`src/rtl/sum_display_scanner.sv`:
```
// Operand/accumulator unit with a scanned 7-segment readout.
// SUM_DISPLAY_BCD_EN selects the decimal converter; otherwise hex digits.
module sum_display_scanner #(
  parameter int WIDTH    = 8,
  parameter int DIGITS   = 4,
  parameter int SCAN_DIV = 1000
) (
  input  logic              clk,
  input  logic              rst,
  input  logic [WIDTH-1:0]  num_A,
  input  logic [WIDTH-1:0]  num_B,
  input  logic              op_valid,
  input  logic [1:0]        op_sel,
  input  logic [1:0]        num_selected,
  output logic [6:0]        display,
  output logic [DIGITS-1:0] digit_en,
  output logic              carry,
  output logic              ovf_disp,
  output logic              busy
);

  localparam int VW  = WIDTH + 1;
  localparam int NB  = ((VW + 2) / 3 > DIGITS) ? (VW + 2) / 3 : DIGITS;
  localparam int IW  = (DIGITS > 1) ? $clog2(DIGITS) : 1;
  localparam int CW  = (SCAN_DIV > 1) ? $clog2(SCAN_DIV) : 1;

  logic [VW-1:0]       acc_q;
  logic                carry_q;
  logic [VW:0]         acc_sum;
  logic [VW-1:0]       src_q, src_d;
  logic [4*DIGITS-1:0] dig_q;
  logic                ovf_q;
  logic [DIGITS-1:0]   lit;
  logic [CW-1:0]       cnt_q;
  logic [IW-1:0]       idx_q;
  logic [6:0]          disp_q;
  logic [DIGITS-1:0]   en_q;

  assign acc_sum = {1'b0, acc_q} + {2'b0, num_A};

  always_ff @(posedge clk) begin
    if (rst) begin
      acc_q   <= '0;
      carry_q <= 1'b0;
    end else if (op_valid) begin
      unique case (op_sel)
        2'b00: acc_q <= {1'b0, num_A};
        2'b01: acc_q <= {1'b0, num_A} + {1'b0, num_B};
        2'b10: begin
          acc_q <= acc_sum[VW-1:0];
          if (acc_sum[VW]) carry_q <= 1'b1;
        end
        default: begin
          acc_q   <= '0;
          carry_q <= 1'b0;
        end
      endcase
    end
  end

  always_comb begin
    src_d = '0;
    unique case (num_selected)
      2'b00:   src_d = {1'b0, num_A};
      2'b01:   src_d = {1'b0, num_B};
      2'b10:   src_d = acc_q;
      default: src_d = '0;
    endcase
  end

  always_ff @(posedge clk) begin
    if (rst) src_q <= '0;
    else     src_q <= src_d;
  end

`ifdef SUM_DISPLAY_BCD_EN
  typedef enum logic [1:0] {IDLE, SHIFT, DONE} st_t;
  localparam int SW  = 4 * NB + VW;
  localparam int ITW = $clog2(VW + 1);

  st_t            st_q, st_d;
  logic [SW-1:0]  sh_q, sh_d;
  logic [ITW-1:0] it_q, it_d;
  logic [VW-1:0]  last_q;
  logic           start;

  function automatic logic [SW-1:0] dabble(input logic [SW-1:0] s);
    logic [SW-1:0] t;
    t = s;
    for (int i = 0; i < NB; i++) begin
      if (t[VW+4*i +: 4] >= 4'd5)
        t[VW+4*i +: 4] = t[VW+4*i +: 4] + 4'd3;
    end
    return t << 1;
  endfunction

  assign start = (st_q == IDLE) && (src_q != last_q);

  always_comb begin
    st_d = st_q;
    sh_d = sh_q;
    it_d = it_q;
    unique case (st_q)
      IDLE: if (start) begin
        sh_d = {{4*NB{1'b0}}, src_q};
        it_d = '0;
        st_d = SHIFT;
      end
      SHIFT: begin
        sh_d = dabble(sh_q);
        it_d = it_q + 1'b1;
        if (it_q == ITW'(VW - 1)) st_d = DONE;
      end
      default: st_d = IDLE;
    endcase
  end

  // last_q tracks the value under conversion so a mid-shift change re-triggers
  always_ff @(posedge clk) begin
    if (rst) begin
      st_q   <= IDLE;
      sh_q   <= '0;
      it_q   <= '0;
      last_q <= '0;
      dig_q  <= '0;
      ovf_q  <= 1'b0;
    end else begin
      st_q <= st_d;
      sh_q <= sh_d;
      it_q <= it_d;
      if (start) last_q <= src_q;
      if (st_q == DONE) begin
        dig_q <= sh_q[VW +: 4*DIGITS];
        ovf_q <= |(sh_q[SW-1:VW] >> 4*DIGITS);
      end
    end
  end

  assign busy = (st_q != IDLE);
`else
  logic [4*NB-1:0] hex;
  assign hex = (4*NB)'(src_q);

  always_ff @(posedge clk) begin
    if (rst) begin
      dig_q <= '0;
      ovf_q <= 1'b0;
    end else begin
      dig_q <= hex[4*DIGITS-1:0];
      ovf_q <= |(hex >> 4*DIGITS);
    end
  end

  assign busy = 1'b0;
`endif

  always_comb begin
    lit = '0;
    lit[0] = 1'b1;
    for (int i = 1; i < DIGITS; i++)
      lit[i] = |(dig_q >> 4*i);
  end

  function automatic logic [6:0] seg7(input logic [3:0] n);
    logic [6:0] s;
    unique case (n)
      4'h0: s = 7'b0111111;
      4'h1: s = 7'b0000110;
      4'h2: s = 7'b1011011;
      4'h3: s = 7'b1001111;
      4'h4: s = 7'b1100110;
      4'h5: s = 7'b1101101;
      4'h6: s = 7'b1111101;
      4'h7: s = 7'b0000111;
      4'h8: s = 7'b1111111;
      4'h9: s = 7'b1101111;
      4'hA: s = 7'b1110111;
      4'hB: s = 7'b1111100;
      4'hC: s = 7'b0111001;
      4'hD: s = 7'b1011110;
      4'hE: s = 7'b1111001;
      default: s = 7'b1110001;
    endcase
    return s;
  endfunction

  always_ff @(posedge clk) begin
    if (rst) begin
      cnt_q  <= '0;
      idx_q  <= '0;
      disp_q <= 7'b0111111;
      en_q   <= DIGITS'(1);
    end else begin
      if (cnt_q == CW'(SCAN_DIV - 1)) begin
        cnt_q <= '0;
        idx_q <= (idx_q == IW'(DIGITS - 1)) ? '0 : idx_q + 1'b1;
      end else begin
        cnt_q <= cnt_q + 1'b1;
      end
      en_q <= DIGITS'(1) << idx_q;
      if (num_selected == 2'b11 || !lit[idx_q])
        disp_q <= 7'b0;
      else
        disp_q <= seg7(dig_q[4*idx_q +: 4]);
    end
  end

  assign display  = disp_q;
  assign digit_en = en_q;
  assign carry    = carry_q;
  assign ovf_disp = ovf_q;

endmodule
```
`config.mk`:
```
export PLATFORM = sky130hd
export DESIGN_NAME = sum_display_scanner
export DESIGN_NICKNAME = d
export VERILOG_FILES = /design/src/rtl/sum_display_scanner.sv
export SDC_FILE = /design/constraint.sdc
export NUM_CORES = 1
export LEC_CHECK = 0
export BUFFER_PORTS_ARGS = -buffer_cell sky130_fd_sc_hd__buf_2
export CORE_MARGIN = 4
export CORE_UTILIZATION = 43
export CTS_BUF_LIST = sky130_fd_sc_hd__clkbuf_8
export CTS_CLUSTER_DIAMETER = 120
export CTS_CLUSTER_SIZE = 12
export DETAILED_ROUTE_END_ITERATION = 6
export PLACE_DENSITY = 0.59
export SLEW_MARGIN = 20
export SYNTH_ARGS = -nofsm -noshare
export SYNTH_HDL_FRONTEND = slang
export SYNTH_SLANG_ARGS = --single-unit
```
`constraint.sdc`:
```
create_clock -name clk -period 2.2 [get_ports clk]
set_input_delay 0.11 -clock clk [delete_from_list [all_inputs] [get_ports clk]]
set_output_delay 0.11 -clock clk [all_outputs]
set_load 0.01 [all_outputs]
```
==> run_results.csv, run 1 <==
group,metric,value,unit
floorplan,ios,37,
grt,grt_remaining_overflow,0,
floorplan,die_area,0.00854,mm2
logic_synthesis,synthCells,350,
floorplan,die_x,92.4,um
logic_synthesis,synth.top_cells.by_count,"dfxtp_1, nor2_1, a21oi_1",
clocking,cts_buffers,5,
logic_synthesis,yosysTopAreaCellShare,33.3,%
grt,grt_pass1_wl,10.9,mm
placed_design,dp_slack,0.107,ns
routing,wire_per_inst,13.8,um
cells_and_area,multiInputGateArea,0.00192,mm2
setup_path,cp.arrival,2.23,ns
pwr,pwr-share-comb,20.3,%
timing,fin_worst_skew,0.0137,ns
logic_synthesis,yosysSeqAreaShare,33.3,%
routing,dr_wl_met3,230,um
floorplan,fp.dieH,92.4,um
placed_design,place_area,0.00329,mm2
pwr,switching_share,28.2,%
cells_and_area,stdcell_area,0.00341,mm2
pwr,seq_power_share,47.3,%
floorplan,start_util,44.6,%
job,max_cap_violations,0,
logic_synthesis,synth_top_area_cell,"dfxtp_1",
pwr,power_density,610,mW/mm2
timing,worst_pin_slew,0.664,ns
routing,highest_layer,"met4",
floorplan,row_count,30,
logic_synthesis,synthFlopType,"dfxtp_1",
pwr,ir_drop,0.000233,V
grt,grt_usage,15.7,%
cells_and_area,nNetsFinal,426,
routing,drt-met1-wl,2.97,mm
pwr,p_sw,0.588,mW
cells_and_area,diodes,0,
worst_hold_path,min_path_type,"primary input to flip-flop",
timing,rsz0062_at_grt,"false",
timing,fin_crit_sh,91.4,%
setup_path,timing.critical_path.to_type,"flip-flop",
cells_and_area,num-fill-cells,683,
routing,drt-initial-drc-count,60,
timing,setup_viol,0,
logic_synthesis,syn_avg_cell_area,8.76,um2
cells_and_area,layout-drive-gt1-share,16.1,%
logic_synthesis,synth-seq-cells,51,
grt,grt_pass1_vias,2395,
routing,routed_wirelength,6.55,mm
pwr,p_leak,1.44,nW
clocking,htreeDepth,2,
setup_path,required,2.41,ns
pwr,p_total,2.08,mW
grt,grt_max_degree,31,
setup_path,startpoint_type,"flip-flop",
routing,drc,0,
routing,via_per_inst,5.30,
placed_design,place.gp.congestion,0.842,
logic_synthesis,ys_types,53,
clocking,cts_tree,"done",
routing,wl_met2,3.24,mm
clocking,clkSinkCount,51,
routing,vias,2511,
timing,min_period,2.01,ns
clocking,insertion_delay,0.31,ns
logic_synthesis,yosys_warnings,0,
setup_path,critical_path_class,"flip-flop to flip-flop",
logic_synthesis,syn-cell-area,0.00307,mm2
clocking,clock_path_buffers,2,
setup_path,path_max_fanout,3,
logic_synthesis,synth-edff-count,0,
cells_and_area,syn_to_final_growth,11.4,%
pwr,clkPwrFrac,32.4,%
timing,hold_viol,0,
cells_and_area,seq_area,0.00102,mm2
clocking,clk_pin_slew,0.11,ns
timing,fin_tns_setup,0,ns
routing,postRouteAntennaNets,0,
routing,first_pass_iters,6,
timing,max_freq,497,MHz
clocking,root_buffer,"clkbuf_8",
logic_synthesis,yosysMostFrequentCell,"dfxtp_1",
placed_design,dpl.hpwl,4.95,mm
run_status,status,"finished, final reports clean",
clocking,cts_hold_buf,0,
timing,final-max-slew-violation-count,0,
logic_synthesis,netlist_top_cells_area,"dfxtp_1, ha_1, mux2i_1, nor2_1, a21oi_1",
placed_design,port_buffers,34,
grt,antenna_found_initial,0,
logic_synthesis,async_flop_share,0,%
cells_and_area,utilization,49.7,%
timing,fin_ws,0.188,ns
pwr,p_int,1.49,mW
timing,relSlewSlack,55.6,%
floorplan,core,0.00687,mm2
==> power groups by stage <==
stage                     combinational, mW  clock (mW)  sequential, mW
after floorplan                       0.311           0            1.01
after global placement                0.417           0            1.01
after detailed placement              0.420           0            1.01
after CTS                             0.422       0.698           0.986
after global routing                  0.475       0.730           0.991
final                                 0.423       0.674           0.985
==> placed cells by master, fill, tap and decap left out, types with 3 or more instances in the layout <==
cell,instances
a211oi_1,7
a21o_1,11
a21oi_1,29
a31oi_1,3
buf_2,34
buf_4,5
clkbuf_8,5
dfxtp_1,51
ha_1,24
inv_1,7
mux2_4,3
mux2i_1,23
nand2_1,6
nand2b_1,5
nand3_1,3
nand3b_1,4
nand4_1,3
nor2_1,46
nor2b_1,14
nor3_1,12
nor3b_1,4
o21a_1,3
o21ai_0,14
o21bai_1,3
or2_2,4
or3_1,5
xnor2_1,9
xor2_1,6
==> timing repair <==
action / 4_1_cts / 5_1_grt
setup buffers: 0 / 0
setup endpoints to repair: 0 / 1
gates resized for setup: 0 / 1
==> worst paths after layout <==
path	startpoint	end	slack, ns	cells past startpoint
worst max-delay path	acc_q[0]	acc_q[6]	0.19	7
worst min-delay path	num_A[4]	acc_q[4]	0.15	3
worst max register to register	acc_q[0]	acc_q[6]	0.19	7
worst min register to register	src_q[2]	dig_q[2]	0.44	1
==> layer usage <==
| metal | vias to the layer above | global-route usage, % |
|---|---|---|
| li1 | 1298 | - |
| met1 | 1154 | 19.1 |
| met2 | 50 | 28.4 |
| met3 | 9 | 2.60 |
| met4 | 0 | 4.58 |
| met5 | - | 0 |
==> cells by family after synthesis <==
group           synth area share (%)
compound gates                  18.4
xor+xnor                        4.29
fa+ha+maj                       11.1
buf+inv                         4.20
flops                           33.3
mux                             8.98
other cells                    0.122
simple gates                    19.6
==> critical path, stage by stage (launching register included) <==
cell,delay (ns)
dfxtp_1,0.34
ha_1,0.23
fa_1,0.44
a211oi_2,0.27
o21bai_1,0.10
a21oi_1,0.17
xnor2_1,0.08
a211o_1,0.28
==> registers in the layout, indices dropped and copies added (netlist names) <==
| name | flops |
|---|---|
| cnt_q | 10 |
| acc_q | 9 |
| dig_q | 9 |
| src_q | 9 |
| display | 7 |
| digit_en | 4 |
| idx_q | 2 |
| carry | 1 |
==> stage by stage <==
stage,hold slack [ns],std cells
6_report,0.146,474
3_5_place_dp,0.423,466
3_3_place_gp,0.418,466
2_1_floorplan,0.294,351
4_1_cts,0.135,474
5_1_grt,0.177,474
==> cell type report <==
class                   instances  share of cell area, %
inverters                       7                  0.770
repair buffers                 39                   6.08
flip-flops and latches         51                   29.9
well taps                      96                   3.52
clock buffers                   5                   2.02
clock inverters                 3                   1.36
multi-input cells             273                   56.4
No activity file was read; power rests on OpenSTA's default activity.
==> run 2, diff against run 1 <==
Settings changed: CORE_UTILIZATION 43 to 45, PLACE_DENSITY 0.59 to 0.61, TNS_END_PERCENT set to 10.
==> run 2 against run 1 <==
Via count is 0.64% lower; critical path depth stayed put; utilization is 2.0 points higher; combinational power shrank 1%; sequential share of layout area is 0.48 points higher; design area fell by 1.6%; largest cell class unchanged.
==> run_results.csv, run 2 (synthesized netlist as in run 1, its figures left out) <==
group,metric,value,unit
routing,postRouteAntennaNets,0,
setup_path,slowest_delay,0.43,ns
worst_hold_path,hold_path_startpoint,"num_A[3]",
timing,rsz0062_at_grt,"false",
cells_and_area,utilization,51.7,%
cells_and_area,layout_common_cells,"dfxtp_1, nor2_1, buf_2, a21oi_1, ha_1",
floorplan,core,0.00649,mm2
timing,max_freq,480,MHz
setup_path,cp_num_buf_inv,0,
placed_design,dp_slack,0.128,ns
setup_path,reg2reg_slack,0.12,ns
placed_design,port_buffers,34,
cells_and_area,layout-drive-gt1-share,15.6,%
floorplan,ios,37,
cells_and_area,regMostFlops,"cnt_q",
timing,min_period,2.08,ns
floorplan,start_util,47.2,%
timing,fin_crit_sh,94.7,%
clocking,clock_path_buffers,2,
clocking,cts_tree,"done",
clocking,cts_buffers,5,
worst_hold_path,min_path_type,"primary input to flip-flop",
clocking,clk_pin_slew,0.10,ns
setup_path,cp.arrival,2.29,ns
cells_and_area,nNetsFinal,425,
clocking,clkSinkCount,51,
floorplan,die_x,90.5,um
cells_and_area,diodes,0,
placed_design,place.gp.congestion,0.890,
timing,timing.hold.ws,0.157,ns
timing,final-max-slew-violation-count,0,
placed_design,dpl.hpwl,4.85,mm
setup_path,r2r_cells,7,
clocking,post-cts-setup-buffer-count,0,
floorplan,row_count,29,
clocking,cts_hold_buf,0,
setup_path,slowest_stage,"fa_1",
routing,via_per_inst,5.50,
timing,fin_tns_setup,0,ns
grt,grt_pass1_vias,2361,
timing,worst_pin_slew,0.715,ns
setup_path,r2r_start,"acc_q[0]",
cells_and_area,largest_reg_flops,10,
pwr,ir_drop,0.000291,V
setup_path,startpoint_type,"flip-flop",
worst_hold_path,hold_depth,3,
setup_path,r2r_end,"acc_q[6]",
cells_and_area,syn_to_final_growth,9.63,%
clocking,insertion_delay,0.30,ns
clocking,root_buffer,"clkbuf_8",
setup_path,critical_path_class,"flip-flop to flip-flop",
setup_path,timing.critical_path.to_type,"flip-flop",
routing,routed_wirelength,6.29,mm
job,max_cap_violations,0,
setup_path,crit_family,"compound AO/OA/AOI/OAI gates",
grt,grt_usage,15.8,%
setup_path,critical_path.cell_chain,"ha_1, fa_1, a211oi_1, o21bai_1, a21oi_1, xnor2_1, a211o_1",
routing,drc,0,
setup_path,path_max_fanout,3,
timing,fin_ws,0.117,ns
timing,setup_viol,0,
pwr,power_density,588,mW/mm2
cells_and_area,final_common_cell,"dfxtp_1",
floorplan,fp.dieH,90.5,um
grt,antenna_found_initial,0,
worst_hold_path,hold_end,"acc_q[3]",
grt,grt_pass1_wl,10.9,mm
setup_path,required,2.41,ns
clocking,cts_resized,0,
timing,hold_viol,0,
routing,vias,2495,
pwr,p_leak,1.43,nW
cells_and_area,stdcell_area,0.00336,mm2
floorplan,die_area,0.00820,mm2
routing,first_pass_iters,4,
grt,grt_remaining_overflow,0,
placed_design,place_area,0.00326,mm2
timing,fin_worst_skew,0.00681,ns
grt,grt_max_degree,37,
run_status,status,"finished, final reports clean",
clocking,htreeDepth,2,
routing,drt-initial-drc-count,65,
routing,wire_per_inst,13.9,um
timing,relSlewSlack,52.2,%
## run 2: worst reg2reg max path: stages, from the launching register on
cell      delay [ns]
dfxtp_1         0.34
ha_1            0.23
fa_1            0.43
a211oi_1        0.33
o21bai_1        0.12
a21oi_1         0.18
xnor2_1         0.09
a211o_1         0.29
## run 2: worst max path at each step
stage / startpoint / to / slack [ns] / cells past startpoint
6_report: acc_q[0] / acc_q[6] / 0.12 / 7
5_1_grt: acc_q[0] / acc_q[6] / 0.007 / 7
4_1_cts: acc_q[0] / acc_q[6] / 0.11 / 7
3_5_place_dp: acc_q[0] / acc_q[6] / 0.13 / 7
3_3_place_gp: acc_q[0] / acc_q[6] / 0.17 / 7
2_1_floorplan: acc_q[0] / acc_q[6] / 0.27 / 7
## run 2: layer usage
metal,GRT usage (%),vias to the layer above,wire length (um)
met4,3.95,0,29
li1,-,1300,-
met2,28.2,51,3090
met3,2.58,2,255
met1,19.6,1142,2920
met5,0,-,0
## run 2: area by class of cell
cell class,count,area (um2)
clock inverters,3,28.8
well taps,77,96.3
flip-flops and latches,51,1020
fillers,634,3130
multi-input cells,273,1920
repair buffers,38,200
clock buffers,5,68.8
inverters,7,26.3
## run 2: power by group
group	leakage, nW	total [mW]	internal (mW)	switching [mW]
clock network	0.0502	0.575	0.236	0.339
logic	0.959	0.417	0.184	0.234
registers	0.417	0.984	0.965	0.0193
## run 2: metrics by stage
stage,total power [mW],cells
2_1_floorplan,1.32,351
3_3_place_gp,1.42,446
3_5_place_dp,1.42,446
4_1_cts,2.00,454
5_1_grt,2.09,454
6_report,1.98,454
==> run 3, diff against run 2 <==
Settings changed: CORE_ASPECT_RATIO set to 0.8.
==> run 3 against run 2 <==
Maximum frequency grew 3.0%; first-iteration DRC count rose by 140%; cell count is 1.8% higher; via count is 0.44% higher; critical path depth unchanged; critical path type unchanged; critical endpoint unchanged; highest routed layer unchanged.
==> run_results.csv, run 3 (synthesized netlist as in run 1, its figures left out) <==
group,metric,value,unit
clocking,root_buffer,"clkbuf_8",
clocking,clk_pin_slew,0.10,ns
setup_path,r2r_start,"acc_q[0]",
timing,fin_ws,0.177,ns
timing,final-max-slew-violation-count,0,
routing,drt-initial-drc-count,154,
timing,worst_pin_slew,0.609,ns
pwr,p_total,1.96,mW
setup_path,slowest_stage,"fa_1",
job,max_cap_violations,0,
routing,routed_wirelength,6.64,mm
floorplan,row_count,26,
placed_design,port_buffers,34,
cells_and_area,fin_cells,462,
floorplan,core,0.00651,mm2
placed_design,dp_slack,0.156,ns
timing,min_period,2.02,ns
worst_hold_path,min_path_type,"primary input to flip-flop",
setup_path,timing.critical_path.to_type,"flip-flop",
placed_design,place_inst,454,
pwr,p_leak,1.43,nW
timing,relSlewSlack,59.3,%
setup_path,path_max_fanout,3,
setup_path,critical_path_class,"flip-flop to flip-flop",
clocking,cts_hold_buf,0,
clocking,cts_tree,"done",
floorplan,ios,37,
floorplan,die_area,0.00820,mm2
setup_path,required,2.40,ns
pwr,power_density,581,mW/mm2
setup_path,cp.arrival,2.22,ns
placed_design,dpl.hpwl,5.03,mm
clocking,clock_path_buffers,2,
routing,drc,0,
timing,fin_worst_skew,0.00848,ns
cells_and_area,layout-drive-gt1-share,16.4,%
cells_and_area,largest_reg_flops,10,
cells_and_area,syn_to_final_growth,10.2,%
floorplan,die_x,100,um
cells_and_area,nNetsFinal,426,
clocking,clkSinkCount,51,
worst_hold_path,hold_end,"acc_q[3]",
routing,vias,2506,
clocking,htreeDepth,2,
floorplan,fp.dieH,81.8,um
grt,antenna_found_initial,0,
routing,via_per_inst,5.42,
timing,hold_viol,0,
routing,first_pass_iters,4,
cells_and_area,utilization,51.9,%
worst_hold_path,hold_path_startpoint,"num_A[3]",
grt,grt_usage,16.6,%
setup_path,startpoint_type,"flip-flop",
cells_and_area,final_common_cell,"dfxtp_1",
cells_and_area,multiInputGateArea,0.00192,mm2
clocking,cts_buffers,5,
timing,max_freq,494,MHz
cells_and_area,num-fill-cells,626,
setup_path,r2r_cells,7,
routing,postRouteAntennaNets,0,
setup_path,slowest_delay,0.44,ns
cells_and_area,regMostFlops,"cnt_q",
cells_and_area,diodes,0,
grt,grt_pass1_vias,2274,
timing,fin_tns_setup,0,ns
cells_and_area,layout_common_cells,"dfxtp_1, nor2_1, buf_2, a21oi_1, ha_1",
timing,rsz0062_at_grt,"false",
floorplan,start_util,47.1,%
setup_path,r2r_end,"acc_q[6]",
grt,grt_remaining_overflow,0,
routing,wire_per_inst,14.4,um
timing,fin_crit_sh,91.9,%
clocking,insertion_delay,0.30,ns
setup_path,reg2reg_slack,0.18,ns
setup_path,critical_path.cell_chain,"ha_1, fa_1, a211oi_2, o21bai_1, a21oi_1, xnor2_1, a211o_1",
worst_hold_path,hold_depth,3,
placed_design,place.gp.congestion,0.892,
grt,grt_pass1_wl,10.9,mm
grt,grt_max_degree,35,
timing,setup_viol,0,
cells_and_area,seq_area,0.00102,mm2
pwr,ir_drop,0.000279,V
run_status,status,"finished, final reports clean",
==> run 3: changes by cell type in the layout (fill, tap and decap cells not counted) <==
cell	change
a211oi_1	-1
buf_4	+1
inv_8	-1
dfxtp_2	+1
clkinvlp_4	+1
a211oi_2	+1
dfxtp_1	-1
==> run 3: area by class of cell <==
class	count	share of cell area, %
Multi-Input combinational cell	273	56.9
Clock inverter	3	0.740
Tap cell	84	3.11
Timing Repair Buffer	39	6.15
Sequential cell	51	30.2
Inverter	7	0.777
Clock buffer	5	2.04
==> run 3: worst max-delay path, delay by kind of cell, from the launching register on <==
kind | cells | cell delay [ns]
flip-flops | 1 | 0.34
AO/OA/AOI/OAI | 4 | 0.81
adder cells (fa/ha/maj) | 2 | 0.67
XOR/XNOR | 1 | 0.09
==> run 3: stage by stage <==
| stage | hold WS (ns) | area, um2 |
|---|---|---|
| after floorplan | 0.294 | 3070 |
| after global routing | 0.160 | 3380 |
| after global placement | 0.418 | 3280 |
| after detailed placement | 0.427 | 3280 |
| final | 0.168 | 3380 |
| after CTS | 0.152 | 3370 |
==> run 3: timing repair <==
item / CTS / global route
setup endpoints to repair: 0 / 3
buffers inserted: 0 / 0
resized for setup: 0 / 2
==> run 3: metal layers <==
layer  routed length, um  vias up  global-route usage [%]  share of wire, %
met2                2660       72                    23.7                40
met1                3400     1134                    24.7                51
met5                   0        -                       0                 0
met4                  49        0                    4.85              0.74
li1                    -     1296                       -                 -
met3                 525        4                    3.99               7.9
==> run 3: worst max-delay path by stage <==
stage,startpoint,endpoint,slack [ns],cells past startpoint
6_report,acc_q[0],acc_q[6],0.18,7
5_1_grt,acc_q[0],acc_q[6],0.08,7
4_1_cts,acc_q[0],acc_q[6],0.13,7
3_5_place_dp,acc_q[0],acc_q[6],0.16,7
3_3_place_gp,acc_q[0],acc_q[6],0.17,7
2_1_floorplan,acc_q[0],acc_q[6],0.27,7
==> run 3: report_power, final <==
group	internal, mW	switching (mW)	total [mW]
Sequential	0.965	0.0215	0.986
Clock	0.228	0.321	0.549
Combinational	0.188	0.239	0.427
Total	1.38	0.582	1.96
